===== src/rtl/prim_arb_pkg.sv =====
// Purpose: shared arbitration types and the round-robin pick helper.
// Latency: n/a (types and a pure combinational function).
// Backpressure: n/a.
// Contents: arb_state_e lock-machine states, rr_pick_t pick result,
//           rr_pick() first-set scan starting at a rotating pointer, ARB_MAX_N.
package prim_arb_pkg;

    localparam int ARB_MAX_N = 16;
    localparam int ARB_IDX_W = $clog2(ARB_MAX_N);

    typedef enum logic {
        ARB_IDLE   = 1'b0,
        ARB_LOCKED = 1'b1
    } arb_state_e;

    typedef struct packed {
        logic                 found;
        logic [ARB_IDX_W-1:0] idx;
    } rr_pick_t;

    // Scans req in the order ptr, ptr+1, ... wrapping at ARB_MAX_N. Callers with
    // fewer requesters zero-pad req, so the padded positions never win and the
    // effective wrap point is the caller's own N. The loop runs from the lowest
    // priority offset to the highest so the final assignment is the winner.
    function automatic rr_pick_t rr_pick(input logic [ARB_MAX_N-1:0] req,
                                         input logic [ARB_IDX_W-1:0] ptr);
        rr_pick_t             res;
        logic [ARB_IDX_W-1:0] idx;
        res = '0;
        for (int k = ARB_MAX_N - 1; k >= 0; k--) begin
            idx = ptr + ARB_IDX_W'(k);
            if (req[idx]) begin
                res.found = 1'b1;
                res.idx   = idx;
            end
        end
        return res;
    endfunction

endpackage


===== src/rtl/prim_fifo2.sv =====
// Purpose: 2-entry skid stage (primary + overflow) with registered output data.
// Latency: 1 cycle from write to rd_vld when not stalled.
// Backpressure: wr_rdy drops only once the overflow entry holds a beat; stall masks rd_vld.
// Ports: clk, reset (sync, active-high); wr_vld/wr_dat/wr_rdy upstream;
//        stall, rd_rdy, rd_vld, rd_dat downstream.
module prim_fifo2 #(
    parameter int WIDTH = 8
) (
    input  logic             clk,
    input  logic             reset,
    input  logic             wr_vld,
    input  logic [WIDTH-1:0] wr_dat,
    output logic             wr_rdy,
    input  logic             stall,
    input  logic             rd_rdy,
    output logic             rd_vld,
    output logic [WIDTH-1:0] rd_dat
);

    logic             pri_vld;
    logic             ovf_vld;
    logic [WIDTH-1:0] pri_dat;
    logic [WIDTH-1:0] ovf_dat;
    logic             xfer;
    logic             wr_fire;

    // Ready depends only on registered state, so no downstream signal reaches
    // the upstream handshake combinationally.
    assign wr_rdy  = !ovf_vld;
    assign wr_fire = wr_vld & wr_rdy;

    // The overflow entry always holds the older beat when both are occupied.
    assign rd_vld = (pri_vld | ovf_vld) & !stall;
    assign rd_dat = ovf_vld ? ovf_dat : pri_dat;
    assign xfer   = rd_vld & rd_rdy;

    always_ff @(posedge clk) begin
        if (reset) begin
            pri_vld <= 1'b0;
            ovf_vld <= 1'b0;
            pri_dat <= '0;
            ovf_dat <= '0;
        end else if (ovf_vld) begin
            // Primary is frozen while the overflow drains; no writes accepted.
            if (xfer) begin
                ovf_vld <= 1'b0;
            end
        end else begin
            // Primary is the output: it is either consumed or parked in the
            // overflow, so it always reloads from this cycle's write.
            pri_vld <= wr_fire;
            if (wr_fire) begin
                pri_dat <= wr_dat;
            end
            if (!xfer) begin
                ovf_vld <= pri_vld;
                if (pri_vld) begin
                    ovf_dat <= pri_dat;
                end
            end
        end
    end

endmodule


===== src/rtl/prim_arb_rr.sv =====
// Purpose: round-robin arbiter muxing N requesters onto one tagged valid/ready channel.
// Latency: 1 cycle from beat accept to dvld_o (registered skid output).
// Backpressure: one not-ready cycle absorbed by the skid; req_rdy_o then all zero until drained.
// Ports: clk, reset (sync, active-high); req_vld_i/req_dat_i/req_rdy_o per requester
//        (req_last_i only when PRIM_ARB_LOCK_EN is defined); dstall_i, drdy_i, dvld_o, ddat_o, dsrc_o.
// Build option: define PRIM_ARB_LOCK_EN to hold the grant across multi-beat transactions.
module prim_arb_rr
    import prim_arb_pkg::*;
#(
    parameter int N     = 4,
    parameter int WIDTH = 32,
    parameter int SRCW  = $clog2(N)
) (
    input  logic               clk,
    input  logic               reset,
    input  logic [N-1:0]       req_vld_i,
    input  logic [N*WIDTH-1:0] req_dat_i,
`ifdef PRIM_ARB_LOCK_EN
    input  logic [N-1:0]       req_last_i,
`endif
    output logic [N-1:0]       req_rdy_o,
    input  logic               dstall_i,
    input  logic               drdy_i,
    output logic               dvld_o,
    output logic [WIDTH-1:0]   ddat_o,
    output logic [SRCW-1:0]    dsrc_o
);

    localparam logic [SRCW-1:0] LAST_IDX = SRCW'(N - 1);

    logic [SRCW-1:0]       ptr;
    logic [SRCW-1:0]       g;
    logic [SRCW-1:0]       next_ptr;
    logic                  found;
    logic                  urdy;
    logic                  accept;
    rr_pick_t              pick;
    logic [WIDTH-1:0]      sel_dat;
    logic [WIDTH+SRCW-1:0] skid_dat;
    logic                  unused_pick_idx;

    assign pick = rr_pick(ARB_MAX_N'(req_vld_i), ARB_IDX_W'(ptr));
    // Upper index bits are always zero for N below ARB_MAX_N.
    assign unused_pick_idx = ^pick.idx;

`ifdef PRIM_ARB_LOCK_EN
    arb_state_e      state;
    logic [SRCW-1:0] lock_idx;

    always_comb begin
        g     = pick.idx[SRCW-1:0];
        found = pick.found;
        if (state == ARB_LOCKED) begin
            g     = lock_idx;
            found = req_vld_i[lock_idx];
        end
    end
`else
    assign g     = pick.idx[SRCW-1:0];
    assign found = pick.found;
`endif

    assign accept = found & urdy;

    // Explicit wrap compare keeps non-power-of-2 N correct.
    assign next_ptr = (g == LAST_IDX) ? '0 : g + SRCW'(1);

    always_comb begin
        req_rdy_o = '0;
        sel_dat   = '0;
        for (int i = 0; i < N; i++) begin
            if (SRCW'(i) == g) begin
                req_rdy_o[i] = accept;
                sel_dat      = req_dat_i[i*WIDTH +: WIDTH];
            end
        end
    end

`ifdef PRIM_ARB_LOCK_EN
    // The pointer only moves when a transaction completes, so a locked
    // requester does not also collect the next round-robin slot.
    always_ff @(posedge clk) begin
        if (reset) begin
            state    <= ARB_IDLE;
            lock_idx <= '0;
            ptr      <= '0;
        end else if (accept) begin
            case (state)
                ARB_IDLE: begin
                    if (!req_last_i[g]) begin
                        state    <= ARB_LOCKED;
                        lock_idx <= g;
                    end else begin
                        ptr <= next_ptr;
                    end
                end
                ARB_LOCKED: begin
                    if (req_last_i[g]) begin
                        state <= ARB_IDLE;
                        ptr   <= next_ptr;
                    end
                end
                default: state <= ARB_IDLE;
            endcase
        end
    end
`else
    always_ff @(posedge clk) begin
        if (reset) begin
            ptr <= '0;
        end else if (accept) begin
            ptr <= next_ptr;
        end
    end
`endif

    prim_fifo2 #(
        .WIDTH (WIDTH + SRCW)
    ) u_skid (
        .clk    (clk),
        .reset  (reset),
        .wr_vld (accept),
        .wr_dat ({g, sel_dat}),
        .wr_rdy (urdy),
        .stall  (dstall_i),
        .rd_rdy (drdy_i),
        .rd_vld (dvld_o),
        .rd_dat (skid_dat)
    );

    assign {dsrc_o, ddat_o} = skid_dat;

endmodule


===== config.mk =====
export PLATFORM = sky130hd
export DESIGN_NAME = prim_arb_rr
export DESIGN_NICKNAME = d
export VERILOG_FILES = /design/src/rtl/prim_arb_pkg.sv /design/src/rtl/prim_fifo2.sv /design/src/rtl/prim_arb_rr.sv
export SDC_FILE = /design/constraint.sdc
export NUM_CORES = 1
export LEC_CHECK = 0
export ABC_AREA = 1
export CAP_MARGIN = 15
export CORE_MARGIN = 1.5
export CORE_UTILIZATION = 43
export DETAILED_ROUTE_END_ITERATION = 8
export PLACE_DENSITY = 0.8
export SLEW_MARGIN = 20
export SYNTH_ARGS = -nofsm -noshare
export SYNTH_HDL_FRONTEND = slang
export SYNTH_SLANG_ARGS = --single-unit

===== constraint.sdc =====
create_clock -name clk -period 3.6 [get_ports clk]
set_input_delay 0.9 -clock clk [delete_from_list [all_inputs] [get_ports clk]]
set_output_delay 0.9 -clock clk [all_outputs]
set_load 0.01 [all_outputs]

==> flow_metrics.py <==
metrics = {
    "pwr": {
        "switching_share": 0.4740,
        "p_seq_frac": 0.179,
        "power_leakage_uw": 0.002615,
        "total_power_uw": 6796,
        "power_frac_comb": 0.740,
        "power.share.clock": 0.081,
        "power.density_nw_per_um2": 1087,
        "power.switching_uw": 3221,
        "peakVddDrop_v": 0.001513,
        "p_int_uw": 3575,
    },
    "detailed_routing": {
        "ant_nets": 0,
        "drc": 0,
        "vias_per_cell": 5.512,
        "drtPass1Iterations": 5,
        "wl_per_cell_um": 16.40,
        "wl_um": 14480,
        "dr_total_vias": 4867,
        "drt_iter0_markers": 304,
    },
    "critical_path": {
        "crit_buf_inv": 18,
        "cp-start-kind": "register",
        "path_class": "reg2reg",
        "regToRegSetupSlack_ns": 0.09,
        "end_kind": "register",
        "cp.required_ns": 3.88,
        "arrival_ns": 3.79,
        "cp_slowest_cell": "dfxtp_4",
        "critical_path.max_fanout": 6,
        "path_common_cell": "buf_4",
        "critPathMaxStageDelay_ns": 0.39,
        "worst_path_dominant_cell_family": "buffers and inverters",
    },
    "timing": {
        "tns_ns": 0,
        "drv_slew": 0,
        "hold_viol_final": 0,
        "tightest_slew_ns": 0.6098,
        "skew_ns": 0.009400,
        "fin_crit_sh": 0.9760,
        "fin_ws_ns": 0.08624,
        "min_period_ns": 3.514,
        "slew_headroom": 0.5929,
        "fmax_mhz": 284.6,
        "setup_viol": 0,
    },
    "yosys": {
        "synth.net_count": 732,
        "synth_top_area_share": 0.3580,
        "synth_flop_cell": "dfxtp_1",
        "synthArstFlopShare": 0,
        "synth_enable_flop_cells": 0,
        "ys_top_cells_by_area": "dfxtp_1, nand2_1, a21oi_1",
        "syn_area_um2": 4026,
        "synth_largest_area_cell": "dfxtp_1",
        "netlist-cell-type-count": 23,
        "netlist_instances": 590,
        "synth_warnings": 0,
        "synth.most_common_cell": "nand2_1",
        "yosysSeqAreaShare": 0.3580,
        "syn_avg_cell_area_um2": 6.824,
        "synth_common_cells": "nand2_1, nor2_1, dfxtp_1",
        "ys_ff_latch": 72,
    },
    "global_routing": {
        "antenna_found_initial": 0,
        "grt_pass1_wl_um": 22570,
        "overflow": 0,
        "grt_start_max_net_pins": 61,
        "grt_usage": 0.2864,
        "grt_pass1_vias": 4609,
    },
    "run": {
        "drv_cap": 0,
    },
    "floorplanning": {
        "die-area_um2": 9953,
        "die_y_um": 99.77,
        "initial_utilization": 0.4399,
        "dieWidth_um": 99.77,
        "design.core.area_um2": 9153,
        "io-pin-count": 175,
        "rows": 35,
    },
    "cts": {
        "cts.sinks": 72,
        "cts_root_buffer": "clkbuf_8",
        "insertion_delay_ns": 0.34,
        "cts_buffers": 9,
        "htreeDepth": 3,
        "cts_buffer_depth": 2,
        "tritoncts": "built",
        "holdBufCountCts": 0,
        "clk_pin_slew_worst_paths_ns": 0.08,
    },
    "placed_design": {
        "place_inst": 851,
        "hpwlAfterDp_um": 10220,
        "place.port_buffers": 174,
        "place.gp.congestion": 0.8740,
        "place_ws_ns": -0.5161,
    },
    "status": {
        "outcome": "complete, no violations",
    },
    "cells_and_area": {
        "antenna_cells": 0,
        "fin_cells": 883,
        "fin_nets": 911,
        "post-route-util": 0.6830,
        "layout-drive-gt1-share": 0.1269,
        "area_growth_pct": 55.25,
    },
    "worst_hold_path": {
        "hold_class": "reg2reg",
    },
}
==> per-layer routing <==
| layer | up-vias | wire, µm | GRT usage |
|---|---|---|---|
| met5 | - | 0 | 0 |
| met1 | 2254 | 6198 | 0.3704 |
| met4 | 0 | 349 | 0.09209 |
| met2 | 204 | 7045 | 0.4846 |
| met3 | 30 | 889 | 0.04989 |
| li1 | 2379 | - | - |
==> power groups by stage <==
stage	registers [µW]	logic [µW]	clock network [µW]
finish	1220	5030	549
floorplan	1170	2950	0
CTS	1200	4780	553
detailed placement	1220	4460	0
global placement	1210	4380	0
global route	1240	5460	591
==> per-stage QoR <==
stage / hold WS, ns / area (µm²)
2_1_floorplan: 0.4437 / 4026
3_3_place_gp: 0.4563 / 5877
3_5_place_dp: 0.4679 / 5877
4_1_cts: 0.4779 / 6191
5_1_grt: 0.4954 / 6251
6_report: 0.4810 / 6251
==> layout by cell type (no fill, tap or decap), drive strengths merged, types with 2 or more instances in the layout <==
cell type | Yosys | final
a21oi | 71 | 71
a221o | 32 | 32
buf | 14 | 42
clkbuf | 34 | 14
clkdlybuf4s15 | 0 | 2
clkdlybuf4s50 | 0 | 166
clkinv | 0 | 3
dfxtp | 72 | 72
dlygate4sd2 | 0 | 2
ha | 6 | 6
inv | 29 | 29
nand2 | 139 | 139
nand3 | 10 | 10
nor2 | 78 | 78
o211ai | 32 | 32
o21ai | 71 | 71
==> cell type report <==
type	count	area (µm²)
fillers	780	2902
inverters	29	111.4
multi-input cells	441	2346
clock buffers	10	137.6
clock inverters	4	22.52
repair buffers	216	2048
flip-flops and latches	72	1446
well taps	111	138.9
==> sequential cells by signal, summed over array words and instances (netlist names) <==
name            cells
u_skid.ovf_dat     34
u_skid.pri_dat     34
ptr                 2
u_skid.ovf_vld      1
u_skid.pri_vld      1
==> repair_timing <==
item | CTS | global route
buffers inserted | 17 | 1
resized for setup | 21 | 31
endpoints found under the setup margin | 4 | 6
pin swaps | 14 | 11
==> worst min-delay path, stage by stage (launching register included) <==
cell     delay [ns]
dfxtp_1        0.33
nand2_1        0.06
a21oi_1        0.05
==> worst paths after layout <==
| path | start | end | cells past startpoint |
|---|---|---|---|
| worst min-delay path | u_skid.pri_vld | u_skid.pri_vld | 2 |
| worst max register to register | ptr[1] | ptr[0] | 27 |
| worst max-delay path | ptr[1] | ptr[0] | 27 |
| worst min register to register | u_skid.pri_vld | u_skid.pri_vld | 2 |
==> kinds of logic (layout without fill, tap and decap cells) <==
| kind of cell | Yosys count | after routing | share of synthesized area |
|---|---|---|---|
| and+or+nand+nor | 228 | 228 | 0.2185 |
| AOI/OAI and AO/OA | 207 | 207 | 0.3219 |
| buffers and inverters | 77 | 259 | 0.08297 |
| DFF | 72 | 72 | 0.3580 |
| adders and majority gates | 6 | 6 | 0.01864 |
Power figures use the tool's default switching activity.
